$ cat config.mk
export PLATFORM = sky130hd
export DESIGN_NAME = ldm_stm_seq_flat
export DESIGN_NICKNAME = d
export VERILOG_FILES = /design/src/rtl/ldm_stm_seq_if.sv /design/src/rtl/ldm_stm_seq.sv /design/src/flat_wrapper.sv
export SDC_FILE = /design/constraint.sdc
export NUM_CORES = 1
export LEC_CHECK = 0
export BUFFER_PORTS_ARGS = -buffer_cell sky130_fd_sc_hd__buf_2
export CORE_UTILIZATION = 50
export CTS_BUF_LIST = sky130_fd_sc_hd__clkbuf_4 sky130_fd_sc_hd__clkbuf_8
export DETAILED_ROUTE_END_ITERATION = 6
export GPL_TIMING_DRIVEN = 0
export PLACE_DENSITY = 0.75
export SLEW_MARGIN = 20
export SYNTH_ARGS = -nofsm -noshare
export SYNTH_HDL_FRONTEND = slang
export SYNTH_SLANG_ARGS = --single-unit
$ cat constraint.sdc
create_clock -name i_clk -period 9.2 [get_ports i_clk]
set_input_delay 2.76 -clock i_clk [delete_from_list [all_inputs] [get_ports i_clk]]
set_output_delay 2.76 -clock i_clk [all_outputs]
set_load 0.02 [all_outputs]
$ cat src/rtl/ldm_stm_seq_if.sv
// Bundle of the instruction, beat and base-writeback signals exchanged between
// the EX stage (master) and the LDM/STM sequencer (slave).
interface ldm_stm_seq_if #(
  parameter int AW = 32
);
  logic          i_start;
  logic [15:0]   i_reg_list;
  logic [AW-1:0] i_base_addr;
  logic [3:0]    i_rn_code;
  logic          i_up;
  logic          i_pre;
  logic          i_load;
  logic          i_wb;
  logic          i_mem_ready;

  logic          o_ldm_hold;
  logic          o_busy;
  logic          o_xfer_vld;
  logic          o_xfer_load;
  logic [3:0]    o_xfer_rd;
  logic [AW-1:0] o_xfer_addr;
  logic          o_xfer_last;
  logic          o_wb_base_vld;
  logic [3:0]    o_wb_base_rd;
  logic [AW-1:0] o_wb_base_val;

  modport master (
    output i_start, i_reg_list, i_base_addr, i_rn_code, i_up, i_pre, i_load, i_wb,
           i_mem_ready,
    input  o_ldm_hold, o_busy, o_xfer_vld, o_xfer_load, o_xfer_rd, o_xfer_addr,
           o_xfer_last, o_wb_base_vld, o_wb_base_rd, o_wb_base_val
  );

  modport slave (
    input  i_start, i_reg_list, i_base_addr, i_rn_code, i_up, i_pre, i_load, i_wb,
           i_mem_ready,
    output o_ldm_hold, o_busy, o_xfer_vld, o_xfer_load, o_xfer_rd, o_xfer_addr,
           o_xfer_last, o_wb_base_vld, o_wb_base_rd, o_wb_base_val
  );
endinterface

$ cat src/rtl/ldm_stm_seq.sv
// LDM/STM block-transfer sequencer: expands one instruction into ascending
// register/address beats, holds the pipeline meanwhile, and produces the base writeback.
//
// state | meaning
// IDLE  | no instruction in flight; samples i_start
// XFER  | one beat presented per cycle until the last beat is accepted
module ldm_stm_seq #(
  parameter int AW = 32
) (
  input  logic         i_clk,
  input  logic         i_rst,
  ldm_stm_seq_if.slave bus
);

  localparam int NREG = 16;

  typedef enum logic [0:0] {
    IDLE = 1'b0,
    XFER = 1'b1
  } state_t;

  state_t          state_q;
  state_t          state_d;

  logic [NREG-1:0] mask_q;
  logic [AW-1:0]   addr_q;
  logic            load_q;
  logic            wb_req_q;
  logic            rn_hit_q;
  logic [3:0]      rn_q;
  logic [AW-1:0]   wb_val_q;

  logic [4:0]      n_start;
  logic            start_ok;
  logic [AW-1:0]   four_n;
  logic [AW-1:0]   start_raw;
  logic [AW-1:0]   start_addr;
  logic [AW-1:0]   wb_val_start;
  logic [3:0]      rd_idx;
  logic            last_beat;
  logic            accept;

  logic            hold;
  logic            busy;
  logic            xfer_vld;
  logic            xfer_last;
  logic            wb_vld;

  function automatic logic [4:0] popcount16(input logic [NREG-1:0] v);
    logic [4:0] c;
    c = '0;
    for (int k = 0; k < NREG; k++) c = c + {4'b0000, v[k]};
    return c;
  endfunction

  // Start-of-instruction arithmetic; the lowest word of the block is always
  // transferred first, so only the start address depends on U/P.
  always_comb begin
    n_start  = popcount16(bus.i_reg_list);
    start_ok = bus.i_start && (bus.i_reg_list != '0);
    four_n   = {{(AW-7){1'b0}}, n_start, 2'b00};
    unique case ({bus.i_up, bus.i_pre})
      2'b10:   start_raw = bus.i_base_addr;
      2'b11:   start_raw = bus.i_base_addr + AW'(4);
      2'b00:   start_raw = bus.i_base_addr - four_n + AW'(4);
      default: start_raw = bus.i_base_addr - four_n;
    endcase
    start_addr   = {start_raw[AW-1:2], 2'b00};
    wb_val_start = bus.i_up ? (bus.i_base_addr + four_n) : (bus.i_base_addr - four_n);
  end

  always_comb begin
    rd_idx = '0;
    for (int k = NREG - 1; k >= 0; k--) begin
      if (mask_q[k]) rd_idx = 4'(k);
    end
    last_beat = (mask_q != '0) && ((mask_q & (mask_q - 16'd1)) == '0);
  end

  always_ff @(posedge i_clk) begin
    if (i_rst) state_q <= IDLE;
    else       state_q <= state_d;
  end

  always_comb begin
    state_d   = state_q;
    hold      = 1'b0;
    busy      = 1'b0;
    xfer_vld  = 1'b0;
    xfer_last = 1'b0;
    accept    = 1'b0;
    wb_vld    = 1'b0;
    unique case (state_q)
      IDLE: begin
        hold = start_ok;
        if (start_ok) state_d = XFER;
      end
      XFER: begin
        busy      = 1'b1;
        xfer_vld  = 1'b1;
        xfer_last = last_beat;
        accept    = bus.i_mem_ready;
        hold      = ~(last_beat & bus.i_mem_ready);
        // A load that overwrites Rn keeps the loaded value instead of the writeback.
        wb_vld    = last_beat & bus.i_mem_ready & wb_req_q & ~(load_q & rn_hit_q);
        if (last_beat && bus.i_mem_ready) state_d = IDLE;
      end
      default: state_d = IDLE;
    endcase
  end

  always_ff @(posedge i_clk) begin
    if (i_rst) begin
      mask_q   <= '0;
      addr_q   <= '0;
      load_q   <= 1'b0;
      wb_req_q <= 1'b0;
      rn_hit_q <= 1'b0;
      rn_q     <= '0;
      wb_val_q <= '0;
    end else if (state_q == IDLE) begin
      if (start_ok) begin
        mask_q   <= bus.i_reg_list;
        addr_q   <= start_addr;
        load_q   <= bus.i_load;
        wb_req_q <= bus.i_wb;
        rn_hit_q <= bus.i_reg_list[bus.i_rn_code];
        rn_q     <= bus.i_rn_code;
        wb_val_q <= wb_val_start;
      end
    end else if (accept) begin
      mask_q <= mask_q & (mask_q - 16'd1);
      addr_q <= addr_q + AW'(4);
    end
  end

  assign bus.o_ldm_hold    = hold;
  assign bus.o_busy        = busy;
  assign bus.o_xfer_vld    = xfer_vld;
  assign bus.o_xfer_load   = xfer_vld & load_q;
  assign bus.o_xfer_rd     = xfer_vld ? rd_idx : 4'd0;
  assign bus.o_xfer_addr   = xfer_vld ? addr_q : '0;
  assign bus.o_xfer_last   = xfer_last;
  assign bus.o_wb_base_vld = wb_vld;
  assign bus.o_wb_base_rd  = rn_q;
  assign bus.o_wb_base_val = wb_val_q;

endmodule

$ cat src/flat_wrapper.sv
// flat-port wrapper written by rule: the top's interface ports become plain ports
module ldm_stm_seq_flat 
#(
  parameter int AW = 32
)
  (i_clk, i_rst, bus_i_start, bus_i_reg_list, bus_i_base_addr, bus_i_rn_code, bus_i_up, bus_i_pre, bus_i_load, bus_i_wb, bus_i_mem_ready, bus_o_ldm_hold, bus_o_busy, bus_o_xfer_vld, bus_o_xfer_load, bus_o_xfer_rd, bus_o_xfer_addr, bus_o_xfer_last, bus_o_wb_base_vld, bus_o_wb_base_rd, bus_o_wb_base_val);
  ldm_stm_seq_if #(.AW(AW)) bus_i ();
  input  logic i_clk;
  input  logic i_rst;
  input wire logic [$bits(bus_i.i_start)-1:0] bus_i_start;
  input wire logic [$bits(bus_i.i_reg_list)-1:0] bus_i_reg_list;
  input wire logic [$bits(bus_i.i_base_addr)-1:0] bus_i_base_addr;
  input wire logic [$bits(bus_i.i_rn_code)-1:0] bus_i_rn_code;
  input wire logic [$bits(bus_i.i_up)-1:0] bus_i_up;
  input wire logic [$bits(bus_i.i_pre)-1:0] bus_i_pre;
  input wire logic [$bits(bus_i.i_load)-1:0] bus_i_load;
  input wire logic [$bits(bus_i.i_wb)-1:0] bus_i_wb;
  input wire logic [$bits(bus_i.i_mem_ready)-1:0] bus_i_mem_ready;
  output wire logic [$bits(bus_i.o_ldm_hold)-1:0] bus_o_ldm_hold;
  output wire logic [$bits(bus_i.o_busy)-1:0] bus_o_busy;
  output wire logic [$bits(bus_i.o_xfer_vld)-1:0] bus_o_xfer_vld;
  output wire logic [$bits(bus_i.o_xfer_load)-1:0] bus_o_xfer_load;
  output wire logic [$bits(bus_i.o_xfer_rd)-1:0] bus_o_xfer_rd;
  output wire logic [$bits(bus_i.o_xfer_addr)-1:0] bus_o_xfer_addr;
  output wire logic [$bits(bus_i.o_xfer_last)-1:0] bus_o_xfer_last;
  output wire logic [$bits(bus_i.o_wb_base_vld)-1:0] bus_o_wb_base_vld;
  output wire logic [$bits(bus_i.o_wb_base_rd)-1:0] bus_o_wb_base_rd;
  output wire logic [$bits(bus_i.o_wb_base_val)-1:0] bus_o_wb_base_val;
  assign bus_i.i_start = bus_i_start;
  assign bus_i.i_reg_list = bus_i_reg_list;
  assign bus_i.i_base_addr = bus_i_base_addr;
  assign bus_i.i_rn_code = bus_i_rn_code;
  assign bus_i.i_up = bus_i_up;
  assign bus_i.i_pre = bus_i_pre;
  assign bus_i.i_load = bus_i_load;
  assign bus_i.i_wb = bus_i_wb;
  assign bus_i.i_mem_ready = bus_i_mem_ready;
  assign bus_o_ldm_hold = bus_i.o_ldm_hold;
  assign bus_o_busy = bus_i.o_busy;
  assign bus_o_xfer_vld = bus_i.o_xfer_vld;
  assign bus_o_xfer_load = bus_i.o_xfer_load;
  assign bus_o_xfer_rd = bus_i.o_xfer_rd;
  assign bus_o_xfer_addr = bus_i.o_xfer_addr;
  assign bus_o_xfer_last = bus_i.o_xfer_last;
  assign bus_o_wb_base_vld = bus_i.o_wb_base_vld;
  assign bus_o_wb_base_rd = bus_i.o_wb_base_rd;
  assign bus_o_wb_base_val = bus_i.o_wb_base_val;
  ldm_stm_seq #(.AW(AW)) u_core (.i_clk(i_clk), .i_rst(i_rst), .bus(bus_i));
endmodule
After elaboration in Yosys (flattened, before gate mapping)
Cells that the tools add are included.
{"block": "classes", "n_addsub": 21, "magnitude_cmp": 1, "eq_ne": 3, "n_mux": 36, "bitwise_logic": 9, "reduce_logical": 10}
{"op": "two-way mux 32 bit", "n": 5}
{"op": "adder 32 x 3 -> 32 bit (second input constant)", "n": 3}
{"op": "one-hot mux 32 bit (3 select lines)", "n": 1}
{"op": "adder 5 x 1 -> 5 bit", "n": 14}
{"op": "two-way mux 4 bit", "n": 17}
{"op": "two-way mux 16 bit", "n": 3}
{"op": "adder 32 x 7 -> 32 bit", "n": 1}
{"op": "nonzero test 16 bit", "n": 2}
{"op": "subtractor 32 x 7 -> 32 bit", "n": 1}
{"op": "bitwise AND 16 bit", "n": 1}
{"op": "logical NOT 16 bit", "n": 1}
{"op": "subtractor 16 x 1 -> 16 bit (second input constant)", "n": 1}
{"op": "two-way mux 1 bit", "n": 7}
{"op": "bitwise AND 1 bit", "n": 5}
{"op": "less-than comparator 4 x 5 -> 1 bit (second input constant)", "n": 1}
{"op": "binary-select mux 1 bit (select 4 bit)", "n": 1}
{"op": "== test 2 bit (second input constant)", "n": 2}
{"op": "one-hot mux 1 bit (2 select lines)", "n": 2}
{"op": "AND reduction 2 bit", "n": 2}
{"op": "logical AND 1 bit", "n": 3}
{"op": "inverter 1 bit", "n": 3}
{"op": "adder 1 x 1 -> 2 bit", "n": 1}
{"op": "logical NOT 2 bit", "n": 1}
{"op": "!= test 2 bit (second input constant)", "n": 1}
{"op": "nonzero test 2 bit", "n": 1}
{"block": "totals", "register_bits": 88, "in_bits": 60, "output_inout_bits": 78, "word_cells": 88}

Longest topological paths before layout
Gate-level depths: netlist of the first run.
{"block": "depth", "ltp_word": 20, "mapped_depth": 28, "ltp_nobuf": 26}

Least setup slack after synthesis of the first run
OpenSTA, ideal clock, no wires.
{"block": "synth_path", "path_type": "in2reg", "from": "input port bus_i_reg_list[0]", "to": "register u_core.addr_q[29]", "setup_time_ps": 88, "arrival_ps": 9235, "t_required_ps": 9112, "path_slack_ps": -123, "path_stages": 22, "path_buffers": 2, "path_cell_list": "inv_1 -> ha_1 -> inv_1 -> fa_1 -> fa_1 -> fa_1 -> fa_1 -> fa_1 -> fa_1 -> inv_1 -> fa_1 -> or2_1 -> a211oi_1 -> buf_2 -> o21ai_0 -> a222oi_1 -> and3_1 -> buf_4 -> nand4_4 -> or3_1 -> or4b_1 -> a311oi_2"}
{"block": "synth_via", "elab_chain_cells": 20, "elab_cells_between_ends": 24, "classes_between": "17 x add/sub; 3 x mux; 4 x reduce/logical"}
{"item": "start, declared", "line": "flat_wrapper.sv:11", "source": "input wire logic [$bits(bus_i.i_reg_list)-1:0] bus_i_reg_list;"}
{"item": "adder 1 x 1 -> 2 bit", "line": "ldm_stm_seq.sv:52", "source": "for (int k = 0; k < NREG; k++) c = c + {4'b0000, v[k]};"}
{"item": "adder 5 x 1 -> 5 bit (14 in series)", "line": "ldm_stm_seq.sv:52"}
{"item": "subtractor 32 x 7 -> 32 bit", "line": "ldm_stm_seq.sv:65, ldm_stm_seq.sv:66"}
{"item": "adder 32 x 3 -> 32 bit", "line": "ldm_stm_seq.sv:65", "source": "2'b00: start_raw = bus.i_base_addr - four_n + AW'(4);"}
{"item": "one-hot mux 32 bit (3 select lines)", "line": "ldm_stm_seq.sv:62", "source": "unique case ({bus.i_up, bus.i_pre})"}
{"item": "two-way mux 32 bit", "line": "ldm_stm_seq.sv:122", "source": "if (start_ok) begin"}
{"item": "two-way mux 32 bit", "line": "ldm_stm_seq.sv:121", "source": "end else if (state_q == IDLE) begin"}
{"item": "end signal, assigned", "line": "ldm_stm_seq.sv:124", "source": "addr_q <= start_addr;"}
{"item": "end signal, assigned", "line": "ldm_stm_seq.sv:133", "source": "addr_q <= addr_q + AW'(4);"}
{"item": "end, declared", "line": "ldm_stm_seq.sv:26", "source": "logic [AW-1:0] addr_q;"}
Parallel ways exist; a longest one is shown, timed or not. The select of a mux whose other input is x is not followed.
A chain may end at the register's enable or synchronous reset.

Worst setup path in the final report of the first run
Ends and elaborated chain as after synthesis.

==> results of run 1 <==
cell usage in the layout (no fill, tap or decap), types with 6 or more instances in the layout:
| cell | instances |
|---|---|
| buf_4 | 22 |
| nand2_1 | 174 |
| or3_1 | 12 |
| a21oi_1 | 125 |
| buf_1 | 11 |
| o22ai_1 | 11 |
| inv_1 | 49 |
| xnor2_1 | 53 |
| nor2b_1 | 7 |
| fa_1 | 9 |
| xor2_1 | 29 |
| o31ai_1 | 9 |
| a31oi_1 | 16 |
| nor2_1 | 112 |
| and2_1 | 29 |
| nor3_1 | 48 |
| a21o_1 | 11 |
| clkbuf_1 | 79 |
| and3_1 | 14 |
| a211oi_1 | 19 |
| o21bai_1 | 7 |
| a22oi_1 | 14 |
| nand3_1 | 46 |
| ha_1 | 17 |
| nor4_1 | 29 |
| nand4_1 | 32 |
| nand2b_1 | 7 |
| or2_2 | 8 |
| or4_1 | 6 |
| clkbuf_8 | 10 |
| dfxtp_1 | 86 |
| o21ai_0 | 61 |
| o32ai_1 | 7 |
| o211ai_1 | 7 |
| buf_2 | 128 |
sequential cells by signal (all words and copies together) (netlist names):
| signal | flops |
|---|---|
| u_core.wb_req_q | 1 |
| u_core.load_q | 1 |
| u_core.bus.o_wb_base_rd | 4 |
| u_core.state_q | 1 |
| u_core.addr_q | 30 |
| u_core.mask_q | 16 |
| u_core.rn_hit_q | 1 |
| u_core.bus.o_wb_base_val | 32 |
kinds of logic (layout without fill, tap and decap cells):
kind of cell               after synthesis  count (layout)  synth area share
buffers and inverters                  159             314            0.0716
DFF                                     86              86             0.196
muxes                                   11              11            0.0198
and+or+nand+nor                        565             565             0.319
xor gates and xnor gates                84              84            0.0837
other                                    1               2          0.000427
adders and majority gates               37              37            0.0623
AOI/OAI and AO/OA                      340             340             0.247
how the worst max path moves through the flow:
stage                                 start           endpoint  slack [ns]  depth (start not counted)
after floorplan           bus_i_reg_list[0]  u_core.addr_q[29]        0.01                         22
after global placement    bus_i_reg_list[0]  u_core.addr_q[28]       -0.85                         22
after detailed placement  bus_i_reg_list[0]  u_core.addr_q[29]       -0.78                         23
after CTS                 bus_i_reg_list[0]  u_core.addr_q[14]        0.01                         25
after global routing      bus_i_reg_list[0]  u_core.addr_q[29]       -0.05                         24
final                     bus_i_reg_list[0]  u_core.addr_q[29]         0.1                         24
worst register-to-register path, delay by kind of cell (launching register included):
family	cells	cell delay [ns]
xor gates and xnor gates	1	0.21
and+or+nand+nor	5	1.71
DFF	1	0.41
AOI/OAI and AO/OA	3	0.46
adders and majority gates	1	0.21
routing by layer:
layer	vias to the layer above	GRT usage	part of all wire
met5	-	0	0
met4	0	0.182	0.041
met3	116	0.0676	0.11
met2	734	0.606	0.44
met1	4860	0.499	0.40
li1	4918	-	-
report_power, final:
group          total, W  switching [W]  internal, W
Sequential     0.000445      0.0000347     0.000411
Clock          0.000284       0.000171     0.000112
Combinational   0.00119       0.000737     0.000453
Total           0.00192       0.000943     0.000976
repair_timing:
item,4_1_cts,5_1_grt
setup buffers,6,9
gates resized for setup,13,31
pin swaps,11,7
gates cloned,0,0
hold buffers,0,0
setup endpoints to repair,6,10
per-stage QoR:
step                cells   util  TNS, ns
floorplan            1284      -        0
global placement     1634  0.565    -8.39
detailed placement   1634  0.565    -6.56
CTS                  1656  0.583        0
global route         1664  0.594  -0.0484
finish               1664  0.594        0
cell type report:
class / instances / area [sq um] / share of cell area
Buffer: 103 / 428 / 0.0418
Clock buffer: 11 / 145 / 0.0142
Clock inverter: 5 / 42.5 / 0.00416
Inverter: 55 / 209 / 0.0204
Multi-Input combinational cell: 1039 / 6660 / 0.651
Sequential cell: 86 / 1720 / 0.168
Tap cell: 225 / 282 / 0.0275
Timing Repair Buffer: 140 / 743 / 0.0726
==> results.cfg, run 1 <==
[placed_design]
numPortBuffers = 125
dpl_cell_area_sq_um = 9750
gp_congestion = 1.02
place_ws_ns = -0.780
dp_hpwl_um = 26200

[yosys]
synthFlopType = dfxtp_1
yosys.cell_count.top_type = nand2_1
synth_common_cells = 175 x nand2_1, 126 x a21oi_1, 113 x nor2_1
synth_area_sq_um = 8790
synth_area_leaders = dfxtp_1 20%, nand2_1 7.5%, a21oi_1 7.2%, xnor2_1 5.4%, nor2_1 4.8%
yosys.area.top_type_share = 0.196
yosys.cell_types.count = 82
yosys_warnings = 0
synth-seq-area-share = 0.196
yosys.area.top_type = dfxtp_1
synth_area_per_cell_sq_um = 6.85
synthArstFlopShare = 0
postSynthCellCount = 1283
synth_enable_flop_cells = 0
synth.ff_latch_count = 86

[setup_path]
r2r-end = u_core.addr_q[28]
path_class = in2reg
crit_fanout = 6
crit_path_frequent_cell = fa_1
r2r-start = u_core.addr_q[2]
worstPathCellList = buf_4 > inv_1 > ha_1 > inv_2 > fa_1 > fa_1 > fa_1 > fa_1 > fa_2 > fa_2 > xnor2_4 > inv_2 > ha_4 > and2b_4 > a2111oi_4 > buf_6 > or4_4 > a222oi_1 > and3_4 > buf_6 > nand4_4 > or3_4 > or4b_4 > a311oi_2
slowest_delay_ns = 0.51
critPathRequiredTime_ns = 9.52
cp_num_buf_inv = 6
worst-r2r-setup-slack_ns = 6.06
crit_path_end_kind = flip-flop
cp.arrival_ns = 9.42
slowest_stage = fa_1
ff2ff_path_depth = 10
start_kind = input pin
crit_family = adder cells

[drt]
drc = 0
totalWireLength_um = 34600
num_vias = 10600
dr.first_iter.drc_count = 1392
viasPerCell = 6.39
firstDrtPassIters = 7
antenna_left = 0
routedWlPerCell_um = 20.8

[power_and_ir_drop]
irDropWorstVdd_uv = 176
finalPower_w = 0.00192
power_density_nw_per_um2 = 188
p_leak_nw = 3.88

[timing]
skew_ns = 0.0190
min_period_over_period = 0.989
worst_slack_ns = 0.0992
fin_crit_ns = 9.10
drv_slew = 0
hold_slack_ns = 0.454
max_slew.worst_pin.slew_ns = 1.07
slew_headroom = 0.280
fmax_mhz = 110
hold_viol = 0
setup_viol = 0

[global_route]
groute.usage.overall = 0.381
grt_overflow_total = 0
grt_pass1_vias = 9484
grt_pass1_wl_um = 53000
grt_max_degree = 16
antenna_found_initial = 0

[floorplan]
die_h_um = 135
start_util = 0.510
dieArea_sq_um = 18100
die_x_um = 135
io_pins = 138
core_area_sq_um = 17200
std_cell_rows = 48

[hold_path]
holdPathEnd = u_core.bus.o_wb_base_val[30]
min_from = u_core.bus.o_wb_base_val[30]
whs_path_depth = 2
hp-class = reg2reg

[final_layout]
stdcell_area_sq_um = 10200
antenna_cells = 0
drive_gt1_frac = 0.163
fillers = 1735
area_delta_synth_final_pct = 16.4
nNetsFinal = 1529

[clocking]
cts-root-buf = clkbuf_8
cts_buffers = 9
clk_latency_ns = 0.41
clock_sinks = 86
clk_pin_slew_ns = 0.11
clk_path_buf_depth = 2
h-tree-depth = 3
cts_tree = yes

[flow_run]
max-cap-violations = 0

[run_status]
outcome = finished clean
Power figures use the tool's default switching activity.
==> run 2, diff against run 1 <==
- PLACE_DENSITY: 0.75 -> 0.72
- clock period: 9.2 -> 9.45 ns (I/O delays scaled with it)
==> results.cfg, run 2 (same netlist as run 1, synthesis figures left out) <==
[run_status]
outcome = finished, violations left
violations = design-rule violations

[placed_design]
dp_cells = 1635
gp_congestion = 1.01
dp_hpwl_um = 27400
numPortBuffers = 125
place_ws_ns = -0.986

[final_layout]
stdcell_count = 1669
final_cell_mix = 175 x nand2_1, 129 x buf_2, 125 x a21oi_1
fin_util = 0.599
nNetsFinal = 1533
multiInputGateArea_sq_um = 6710
largest_reg_flops = 32
drive_gt1_frac = 0.164
fillers = 1675
final_common_cell = nand2_1
regArea_sq_um = 1720
area_delta_synth_final_pct = 17.5

[global_route]
groute.usage.overall = 0.392
grt_pass1_vias = 9257
grt_pass1_wl_um = 54000
antenna_found_initial = 1
grt_overflow_total = 0
grt_max_degree = 15

[setup_path]
worstPathCellList = buf_2 > inv_1 > ha_1 > inv_1 > fa_1 > fa_1 > fa_1 > fa_1 > fa_2 > fa_2 > xnor2_2 > inv_1 > ha_4 > and2b_4 > a2111oi_4 > buf_6 > or4_4 > a222oi_1 > and3_1 > buf_6 > nand4_4 > or3_4 > or4b_4 > a311oi_2
slowest_delay_ns = 0.59
crit_path_frequent_cell = fa_1
worst-r2r-setup-slack_ns = 6.20
cp.arrival_ns = 9.65
crit_path_end_kind = flip-flop
crit_fanout = 6
slowest_stage = fa_1
startpoint = bus_i_reg_list[1]
start_kind = input pin
critPathRequiredTime_ns = 9.76
path_class = in2reg
r2r-start = u_core.mask_q[1]

[drt]
dr.first_iter.drc_count = 1528
viasPerCell = 6.38
drc = 1
routedWlPerCell_um = 21.7
antenna_left = 0
totalWireLength_um = 36200
firstDrtPassIters = 7
num_vias = 10600

[timing]
setup_viol = 0
max_slew.worst_pin.slew_ns = 0.977
min_period_over_period = 0.988
hold_viol = 0
fmax_mhz = 107
drv_slew = 0
setup_tns_ns = 0
skew_ns = 0.00935
worst_slack_ns = 0.113
slew_headroom = 0.343
hold_slack_ns = 0.454
fin_crit_ns = 9.34

[clocking]
clk_pin_slew_ns = 0.09
cts-root-buf = clkbuf_8
clk_latency_ns = 0.39
cts_hold_buf = 0
clk_path_buf_depth = 2
cts_buffers = 9
clock_sinks = 86
h-tree-depth = 3
cts_tree = yes

[power_and_ir_drop]
irDropWorstVdd_uv = 176
power_density_nw_per_um2 = 182
p_leak_nw = 3.92

[floorplan]
io_pins = 138
std_cell_rows = 48
start_util = 0.510
core_area_sq_um = 17200
dieArea_sq_um = 18100
die_x_um = 135
die_h_um = 135

[hold_path]
hp-class = reg2reg
min_from = u_core.bus.o_wb_base_val[22]

[flow_run]
max-cap-violations = 0
-- run 2: changes by cell type in the layout (fill, tap and decap cells not counted), moves of 2 or more --
cell,delta
inv_2,-2
nor4_4,+2
nor4_1,-2
a2111oi_4,+2
inv_1,+2
-- run 2: metrics by stage --
stage          power (W)  instance area (sq um)
2_1_floorplan    0.00115                   8790
3_3_place_gp     0.00142                   9700
3_5_place_dp     0.00142                   9720
4_1_cts          0.00174                  10000
5_1_grt          0.00198                  10300
6_report         0.00188                  10300
-- run 2: what timing repair did --
item	in CTS	in global routing
pin swaps	3	18
setup buffers	4	14
setup endpoints to repair	7	6
gates cloned	0	0
gates resized for setup	13	42
-- run 2: per-layer routing --
layer  wire (um)  GRT usage  part of all wire  vias up
li1            -          -                 -     4907
met1       14700      0.532              0.41     4854
met2       15400      0.582              0.42      766
met3        4420     0.0957              0.12      121
met4        1680      0.188             0.046        0
met5           0          0                 0        -
-- run 2: report_power, final --
group          internal [W]  switching (W)  total (W)
clock              0.000137       0.000156   0.000292
combinational      0.000434       0.000720    0.00115
sequential         0.000400      0.0000342   0.000434
-- run 2: final cells by class --
cell class	instances	area share
Antenna cell	1	0.000242
Inverter	55	0.0202
Sequential cell	86	0.167
Multi-Input combinational cell	1039	0.649
Timing Repair Buffer	144	0.0747
Buffer	103	0.0417
Clock inverter	5	0.00557
Tap cell	225	0.0272
Clock buffer	11	0.0147
-- run 2: path summary, 6_finish.rpt --
check	endpoint	depth (start not counted)
setup / recovery	u_core.addr_q[29]	24
hold / removal	u_core.bus.o_wb_base_val[22]	2
setup reg to reg	u_core.state_q	8
hold reg to reg	u_core.bus.o_wb_base_val[22]	2
-- run 2: worst max-delay path, delay by kind of cell --
family,cells,cell delay (ns)
compound gates,3,0.65
fa+ha+maj,8,3.33
buf+inv,6,0.61
simple gates,6,2.00
xor+xnor,1,0.23
